**src/rtl/wb_arbiter_pkg.sv**
```systemverilog
// Shared types and constants for the three-master Wishbone arbiter.
package wb_arbiter_pkg;

    localparam int unsigned NUM_MASTERS     = 3;
    localparam logic [1:0]  IDLE_OWNER      = 2'd3;
    localparam int unsigned DEFAULT_TIMEOUT = 255;

    typedef enum logic [1:0] {
        IDLE  = 2'd0,
        GRANT = 2'd1,
        ABORT = 2'd2
    } arb_state_t;

    // Advance a master index modulo NUM_MASTERS.
    function automatic logic [1:0] rr_inc(input logic [1:0] v);
        return (v >= 2'd2) ? 2'd0 : v + 2'd1;
    endfunction

endpackage

```
**src/rtl/wb_arbiter_if.sv**
```systemverilog
// Wishbone bus bundle; "master" drives the request side, "slave" responds.
interface wb_arbiter_if;

    logic        cyc;
    logic        stb;
    logic        we;
    logic [31:0] adr;
    logic [31:0] dat_w;
    logic [3:0]  sel;
    logic [31:0] dat_r;
    logic        ack;
    logic        err;

    modport master (
        output cyc, stb, we, adr, dat_w, sel,
        input  dat_r, ack, err
    );

    modport slave (
        input  cyc, stb, we, adr, dat_w, sel,
        output dat_r, ack, err
    );

endinterface

```
**src/rtl/wb_arb_rr.sv**
```systemverilog
// Combinational round-robin picker: first requester after 'last', wrapping.
module wb_arb_rr
    import wb_arbiter_pkg::*;
(
    input  logic [2:0] req,
    input  logic [1:0] last,
    output logic [1:0] owner,
    output logic       valid
);

    // Scan the three masters starting one past the previous owner.
    always_comb begin
        logic [1:0] w_idx;
        owner = '0;
        valid = 1'b0;
        w_idx = rr_inc(last);
        for (int unsigned i = 0; i < NUM_MASTERS; i++) begin
            if (!valid && req[w_idx]) begin
                owner = w_idx;
                valid = 1'b1;
            end
            w_idx = rr_inc(w_idx);
        end
    end

endmodule

```
**src/rtl/wb_arbiter.sv**
```systemverilog
// Three-master Wishbone arbiter with round-robin grant and stall timeout.
module wb_arbiter
    import wb_arbiter_pkg::*;
#(
    parameter int unsigned TIMEOUT = DEFAULT_TIMEOUT
) (
    input  logic        clk,
    input  logic        reset_n,
    input  logic        m0_cyc_i, m0_stb_i, m0_we_i,
    input  logic [31:0] m0_adr_i, m0_dat_i,
    input  logic [3:0]  m0_sel_i,
    output logic [31:0] m0_dat_o,
    output logic        m0_ack_o, m0_err_o,
    input  logic        m1_cyc_i, m1_stb_i, m1_we_i,
    input  logic [31:0] m1_adr_i, m1_dat_i,
    input  logic [3:0]  m1_sel_i,
    output logic [31:0] m1_dat_o,
    output logic        m1_ack_o, m1_err_o,
    input  logic        m2_cyc_i, m2_stb_i, m2_we_i,
    input  logic [31:0] m2_adr_i, m2_dat_i,
    input  logic [3:0]  m2_sel_i,
    output logic [31:0] m2_dat_o,
    output logic        m2_ack_o, m2_err_o,
    output logic        s_cyc_o, s_stb_o, s_we_o,
    output logic [31:0] s_adr_o, s_dat_o,
    output logic [3:0]  s_sel_o,
    input  logic [31:0] s_dat_i,
    input  logic        s_ack_i, s_err_i,
    output logic [1:0]  grant_o
);

    localparam logic [7:0] TIMEOUT_M1 = 8'(TIMEOUT - 1);

    arb_state_t  r_state, w_state_nxt;
    logic [1:0]  r_owner, w_owner_nxt;
    logic [1:0]  r_last, w_last_nxt;
    logic [7:0]  r_cnt, w_cnt_nxt;

    logic [1:0]  w_rr_owner;
    logic        w_rr_valid;
    logic        w_own_cyc, w_own_stb, w_own_we;
    logic [31:0] w_own_adr, w_own_dat;
    logic [3:0]  w_own_sel;
    logic        w_granted, w_stall, w_abort;

    wb_arbiter_if u_s_bus ();

    wb_arb_rr u_rr (
        .req   ({m2_cyc_i, m1_cyc_i, m0_cyc_i}),
        .last  (r_last),
        .owner (w_rr_owner),
        .valid (w_rr_valid)
    );

    // Select the current owner's request signals.
    always_comb begin
        w_own_cyc = 1'b0;
        w_own_stb = 1'b0;
        w_own_we  = 1'b0;
        w_own_adr = '0;
        w_own_dat = '0;
        w_own_sel = '0;
        case (r_owner)
            2'd0: begin
                w_own_cyc = m0_cyc_i; w_own_stb = m0_stb_i; w_own_we = m0_we_i;
                w_own_adr = m0_adr_i; w_own_dat = m0_dat_i; w_own_sel = m0_sel_i;
            end
            2'd1: begin
                w_own_cyc = m1_cyc_i; w_own_stb = m1_stb_i; w_own_we = m1_we_i;
                w_own_adr = m1_adr_i; w_own_dat = m1_dat_i; w_own_sel = m1_sel_i;
            end
            2'd2: begin
                w_own_cyc = m2_cyc_i; w_own_stb = m2_stb_i; w_own_we = m2_we_i;
                w_own_adr = m2_adr_i; w_own_dat = m2_dat_i; w_own_sel = m2_sel_i;
            end
            default: ;
        endcase
    end

    // A stall cycle that would reach TIMEOUT aborts; an ack in that cycle is
    // not a stall, so it naturally takes priority over the timeout.
    assign w_granted = (r_state == GRANT);
    assign w_stall   = w_granted & w_own_cyc & w_own_stb & ~s_ack_i & ~s_err_i;
    assign w_abort   = w_stall & (r_cnt == TIMEOUT_M1);

    // Next-state, ownership and stall-counter logic.
    always_comb begin
        w_state_nxt = r_state;
        w_owner_nxt = r_owner;
        w_last_nxt  = r_last;
        w_cnt_nxt   = '0;
        case (r_state)
            IDLE: begin
                if (w_rr_valid) begin
                    w_state_nxt = GRANT;
                    w_owner_nxt = w_rr_owner;
                end
            end
            GRANT: begin
                if (!w_own_cyc) begin
                    w_state_nxt = IDLE;
                    w_last_nxt  = r_owner;
                end else if (w_abort) begin
                    w_state_nxt = ABORT;
                end else if (w_stall) begin
                    w_cnt_nxt = r_cnt + 8'd1;
                end
            end
            ABORT: begin
                if (!w_own_cyc) begin
                    w_state_nxt = IDLE;
                    w_last_nxt  = r_owner;
                end
            end
            default: w_state_nxt = IDLE;
        endcase
    end

    // State register with asynchronous reset.
    always_ff @(posedge clk or negedge reset_n) begin
        if (!reset_n) begin
            r_state <= IDLE;
            r_owner <= 2'd0;
            r_last  <= 2'd2;
            r_cnt   <= '0;
        end else begin
            r_state <= w_state_nxt;
            r_owner <= w_owner_nxt;
            r_last  <= w_last_nxt;
            r_cnt   <= w_cnt_nxt;
        end
    end

    assign u_s_bus.cyc   = w_granted & w_own_cyc;
    assign u_s_bus.stb   = w_granted & w_own_stb;
    assign u_s_bus.we    = w_granted & w_own_we;
    assign u_s_bus.adr   = w_granted ? w_own_adr : '0;
    assign u_s_bus.dat_w = w_granted ? w_own_dat : '0;
    assign u_s_bus.sel   = w_granted ? w_own_sel : '0;
    assign u_s_bus.dat_r = s_dat_i;
    assign u_s_bus.ack   = s_ack_i;
    assign u_s_bus.err   = s_err_i;

    assign s_cyc_o = u_s_bus.cyc;
    assign s_stb_o = u_s_bus.stb;
    assign s_we_o  = u_s_bus.we;
    assign s_adr_o = u_s_bus.adr;
    assign s_dat_o = u_s_bus.dat_w;
    assign s_sel_o = u_s_bus.sel;

    assign m0_dat_o = u_s_bus.dat_r;
    assign m1_dat_o = u_s_bus.dat_r;
    assign m2_dat_o = u_s_bus.dat_r;

    assign m0_ack_o = u_s_bus.ack & w_granted & (r_owner == 2'd0);
    assign m1_ack_o = u_s_bus.ack & w_granted & (r_owner == 2'd1);
    assign m2_ack_o = u_s_bus.ack & w_granted & (r_owner == 2'd2);
    assign m0_err_o = ((u_s_bus.err & w_granted) | w_abort) & (r_owner == 2'd0);
    assign m1_err_o = ((u_s_bus.err & w_granted) | w_abort) & (r_owner == 2'd1);
    assign m2_err_o = ((u_s_bus.err & w_granted) | w_abort) & (r_owner == 2'd2);

    assign grant_o = (r_state == IDLE) ? IDLE_OWNER : r_owner;

endmodule

```
**config.mk**
```make
export PLATFORM = sky130hd
export DESIGN_NAME = wb_arbiter
export DESIGN_NICKNAME = d
export VERILOG_FILES = /design/src/rtl/wb_arbiter_pkg.sv /design/src/rtl/wb_arbiter_if.sv /design/src/rtl/wb_arb_rr.sv /design/src/rtl/wb_arbiter.sv
export SDC_FILE = /design/constraint.sdc
export NUM_CORES = 1
export LEC_CHECK = 0
export CAP_MARGIN = 0
export CELL_PAD_IN_SITES_DETAIL_PLACEMENT = 1
export CELL_PAD_IN_SITES_GLOBAL_PLACEMENT = 1
export CORE_AREA = 2 2 164 166
export DETAILED_ROUTE_END_ITERATION = 12
export DIE_AREA = 0 0 166 168
export HOLD_SLACK_MARGIN = 0.12
export PLACE_DENSITY = 0.66
export REMOVE_ABC_BUFFERS = 1
export SYNTH_ARGS = -nofsm -noshare
export SYNTH_HDL_FRONTEND = slang
export SYNTH_SLANG_ARGS = --single-unit
```
**constraint.sdc**
```tcl
create_clock -name clk -period 2.13 [get_ports clk]
set_input_delay 0.426 -clock clk [delete_from_list [all_inputs] [get_ports clk]]
set_output_delay 0.426 -clock clk [all_outputs]
set_load 0.01 [all_outputs]
```
# After elaboration in Yosys (flattened, before gate mapping)
# Index checks and enable logic that the tools add are counted.
# word_totals
elab_cells,85
ram_bits,0
latch_bits,0
out_inout_bits,175
in_bits,249
reg_bits,14
n_memories,0
mem_bits_ro,0
# classes
shift,0
add_sub_neg,4
n_mul,0
n_eq_ne,8
n_div,0
reduce_logical,10
mux,34
n_bitwise,19
order_cmp,6
# op_table
op,count
32-bit one-hot mux with 3 select lines,2
32-bit two-way mux,2
8-bit two-way mux,4
2-bit two-way mux,11
1-bit bitwise AND,15
4-bit one-hot mux with 3 select lines,1
"2-bit by 3-bit less-than comparator with 1-bit output, second input constant",3
1-bit one-hot mux with 3 select lines,3
"8-bit by 1-bit adder with 8-bit output, second input constant",1
"8-bit == test, second input constant",1
"2-bit by 1-bit adder with 2-bit output, second input constant",3
1-bit binary-select mux with 2-bit select,3
"2-bit >= comparator, second input constant",3
1-bit two-way mux,6
2-bit one-hot mux with 3 select lines,1
"2-bit by 1-bit == test with 1-bit output, second input constant",2
"2-bit == test, second input constant",2
2-bit zero test,2
4-bit two-way mux,1
2-bit AND reduction,2
"3-bit by 2-bit inequality test with 1-bit output, second input constant",1
1-bit NOT,3
3-bit AND reduction,1
1-bit logical AND,2
5 further kinds,6

# Longest topological paths before layout
# depth
word_depth,13
depth_mapped,7
mapped_depth_nobuf,6

# Hierarchy
# A second synthesis with hierarchy kept.
# hier_totals
cells_unflattened,499
area_unflattened_um2,3462.1
# by_module_without_submodules
mod,seq_area_each_um2,area_each_um2,cells_per_inst,n_inst
wb_arbiter,351.6,3412.0,491,1
wb_arb_rr,0.0,50.0,8,1

# Worst setup path after synthesis
# Ideal clock, no wire load.
# synth_timing
kind,register -> output
startpoint,reg r_owner[1]
endpoint,out m0_err_o
t_arrival_ps,1416
stages_incl_launch_ff,8
n_path_buf,2
path_slack_ps,288
t_required_ps,1704
cell_sequence,dfrtp_1 buf_2 nor2b_1 buf_4 nand4_1 a21oi_2 a22oi_1 nor3_1
# synth_between
elab_chain_len,9
word_cells_on_any_way,12
cone_classes,eq/ne (2); mux (2); bitwise (7); reduce/logical (1)
# synth_lines
item,line,source
"start, declared",wb_arbiter.sv:35,"logic [1:0] r_owner, w_owner_nxt;"
"start signal, assigned",wb_arbiter.sv:128,r_owner <= w_owner_nxt;
2-bit == test (tied with other cells),wb_arbiter.sv:63,case (r_owner)
1-bit one-hot mux with 3 select lines,wb_arbiter.sv:63,
1-bit bitwise AND (4 in a row),wb_arbiter.sv:83,assign w_stall = w_granted & w_own_cyc & w_own_stb & ~s_ack_i & ~s_err_i;
1-bit bitwise AND,wb_arbiter.sv:84,assign w_abort = w_stall & (r_cnt == TIMEOUT_M1);
1-bit OR,wb_arbiter.sv:158,assign m0_err_o = ((u_s_bus.err & w_granted) | w_abort) & (r_owner == 2'd0);
1-bit bitwise AND (*),wb_arbiter.sv:158,
"end, declared",wb_arbiter.sv:13,"output logic m0_ack_o, m0_err_o,"
# Every way passes the cells marked *; elsewhere a longest branch is shown, timed or not.

# Worst setup path in the final report
# Same ends and word-level chain as after synthesis.

==> results.toml <==
[status]
status = "finished, violations left"
failed_checks = "setup timing"

[power]
power_leakage_nw = 3.11
vdd_drop_max_mv = 0.395
p_per_area_nw_per_um2 = 1080

[cells_and_area]
syn_to_final_growth_pct = 114
diodes = 0
final_cells = 1103
layout_common_cells = "clkdlybuf4s50_1 (216), and2_1 (58), mux2i_1 (56)"
fin_area_sq_um = 7380
drive_above_1_share_pct = 37.0
nets = 1017
final_common_cell = "clkdlybuf4s50_1"

[critical_path]
r2r_end = "r_state[0]$_DFFE_PN0P_"
start_kind = "flop"
cp.arrival_ns = 1.87
cp.required_ns = 1.70
path_buf_inv = 2
cpPeakStageDelay_ns = 0.51
crit_cells = 7
cp_max_fo = 3
crit_family = "flip-flops"
worstSetupPathType = "flop to output pin"
endpoint_kind = "output pin"
reg2reg_depth = 9
ff2ff_setup_slack_ns = 0.09
crit_path_cell_trace = "buf_6 > mux2i_2 > nand4bb_1 > a21oi_2 > a22oi_2 > nor3_1 > buf_2"
crit_start = "r_owner[1]$_DFFE_PN0P_"
crit_slowest_cell = "dfrtp_4"
r2r_start = "r_owner[1]$_DFFE_PN0P_"
cp-endpoint = "m0_err_o"

[timing]
slew_headroom_pct = 52.6
fin_setup_tns_ns = -5.38
finalSetupViolCount = 70
finalClockSkew_ns = 0.00174
hold_violations = 0
setup_slack_ns = -0.168
drv_slew = 0
rsz0062_at_grt = "true"
max_freq_mhz = 435
min_period_over_period_pct = 108
whs_ns = 0.539
fin_crit_ns = 2.30
worst_pin_slew_ns = 0.709

[synth]
synthFlopType = "dfrtp_1"
ys_types = 34
syn_area_per_cell_sq_um = 6.95
synth_edf_count = 0
synthArstFlopShare_pct = 100
yosysWarnings = 0
syn_inst = 496
yosysSeqAreaShare_pct = 10.2
ys_seq_elements = 14
synth.cell_area_sq_um = 3450

[die]
io_pins = 424
die_x_microns = 166
start_util_pct = 13.1
coreArea_sq_um = 26400
die_h_microns = 168
die_area_sq_um = 27900
row_count = 60

[run]
maxCapViolations = 0

[clocking]
cts_sinks = 14
hold_buffers = 0
clk_latency_ns = 0.25
cts_buffers = 3
root_buffer = "clkbuf_16"
clockBufferDepth = 2
htreeDepth = 1
path_clk_slew_ns = 0.05
cts_tree = "built"

[grt]
antenna_found_initial = 0
grt_pass1_vias = 4765
grt_pass1_wl_microns = 33900
grt_use_total_pct = 16.4
grt_overflow_total = 0
grt_max_degree = 34

[drt]
via_per_inst = 4.10
dr.first_iter.drc_count = 141
drtAntennaViolNets = 0
vias = 4521
wire_per_inst_microns = 22.6
firstDrtPassIters = 4
totalWireLength_microns = 25000
drc = 0

[place]
dpl_cell_area_sq_um = 6430
dp_hpwl_microns = 19300
dpl_worst_slack_ns = -0.562
port_buffers = 295
gp_congestion = 0.826
dp_cells = 1056

[min_path]
hold_class = "flop to flop"
cells in the mapped netlist (4+ instances only):
cell type	number	share of area, %
dfrtp_1	13	9.4
mux2i_1	71	21
o21ai_0	72	10
nand2_1	74	8.1
buf_4	102	22
nor2_1	13	1.4
buf_2	5	0.73
and2_1	70	13
ha_1	5	1.8
a21oi_1	4	0.58
clkbuf_1	20	2.2
nand3_1	4	0.58
inv_1	5	0.54
routing by layer:
| layer | part of all wire (%) | global-route usage (%) |
|---|---|---|
| met1 | 40 | 19.1 |
| met2 | 46 | 26.6 |
| met3 | 13 | 9.73 |
| met4 | 0.62 | 1.17 |
| met5 | 0.40 | 5.74 |
stage by stage:
stage | power [mW] | util [%]
final | 7.96 | 28.0
after global routing | 8.55 | 28.0
after CTS | 7.47 | 26.7
after detailed placement | 5.98 | 24.4
after global placement | 5.94 | 24.4
after floorplan | 2.85 | -
registers in the layout, indices dropped and copies added (netlist names):
signal	count
r_last	2
r_owner	2
r_cnt	8
r_state	2
timing repair:
action | in CTS | in global routing
pin swaps | 48 | 59
setup endpoints to repair | 79 | 79
cloned | 7 | 3
gates resized for setup | 445 | 114
setup buffers | 35 | 7
cells by family after synthesis:
family          after synthesis  synth area share [%]
simple gates                180                  26.4
xor+xnor                      6                  1.52
buf+inv                     134                  25.9
flops                        14                  10.2
fa+ha+maj                     5                  1.81
compound gates               83                  12.6
mux                          74                  21.6
worst reg2reg max path, stage by stage (launching register included):
cell	delay [ns]
dfrtp_4	0.51
buf_12	0.17
buf_12	0.14
mux2i_4	0.18
o21ai_2	0.14
buf_4	0.14
nand2_2	0.05
buf_4	0.13
o21ai_2	0.16
mux2_4	0.31
report_power, final:
part	switching (mW)	internal (mW)	total [mW]	leakage, nW
Sequential	0.0549	0.328	0.382	0.183
Clock	0.119	0.285	0.405	0.0442
Combinational	3.21	3.97	7.18	2.88
Total	3.38	4.58	7.96	3.11
worst min-delay path by stage:
stage / cells past startpoint / from / to
CTS: 2 / r_cnt[1]$_DFF_PN0_ / r_cnt[1]$_DFF_PN0_
global route: 2 / r_cnt[0]$_DFF_PN0_ / r_cnt[0]$_DFF_PN0_
finish: 2 / r_cnt[0]$_DFF_PN0_ / r_cnt[0]$_DFF_PN0_
floorplan: 0 / reset_n / r_cnt[0]$_DFF_PN0_
detailed placement: 2 / r_cnt[1]$_DFF_PN0_ / r_cnt[1]$_DFF_PN0_
global placement: 2 / r_cnt[1]$_DFF_PN0_ / r_cnt[1]$_DFF_PN0_
cell type report:
class	instances	area, sq um
clock buffer	4	88.8
timing repair buffer	391	3930
inverter	5	18.8
multi-input combinational	348	2560
sequential	14	357
tap	341	427
fill	3070	19000
Power figures use the tool's default switching activity.
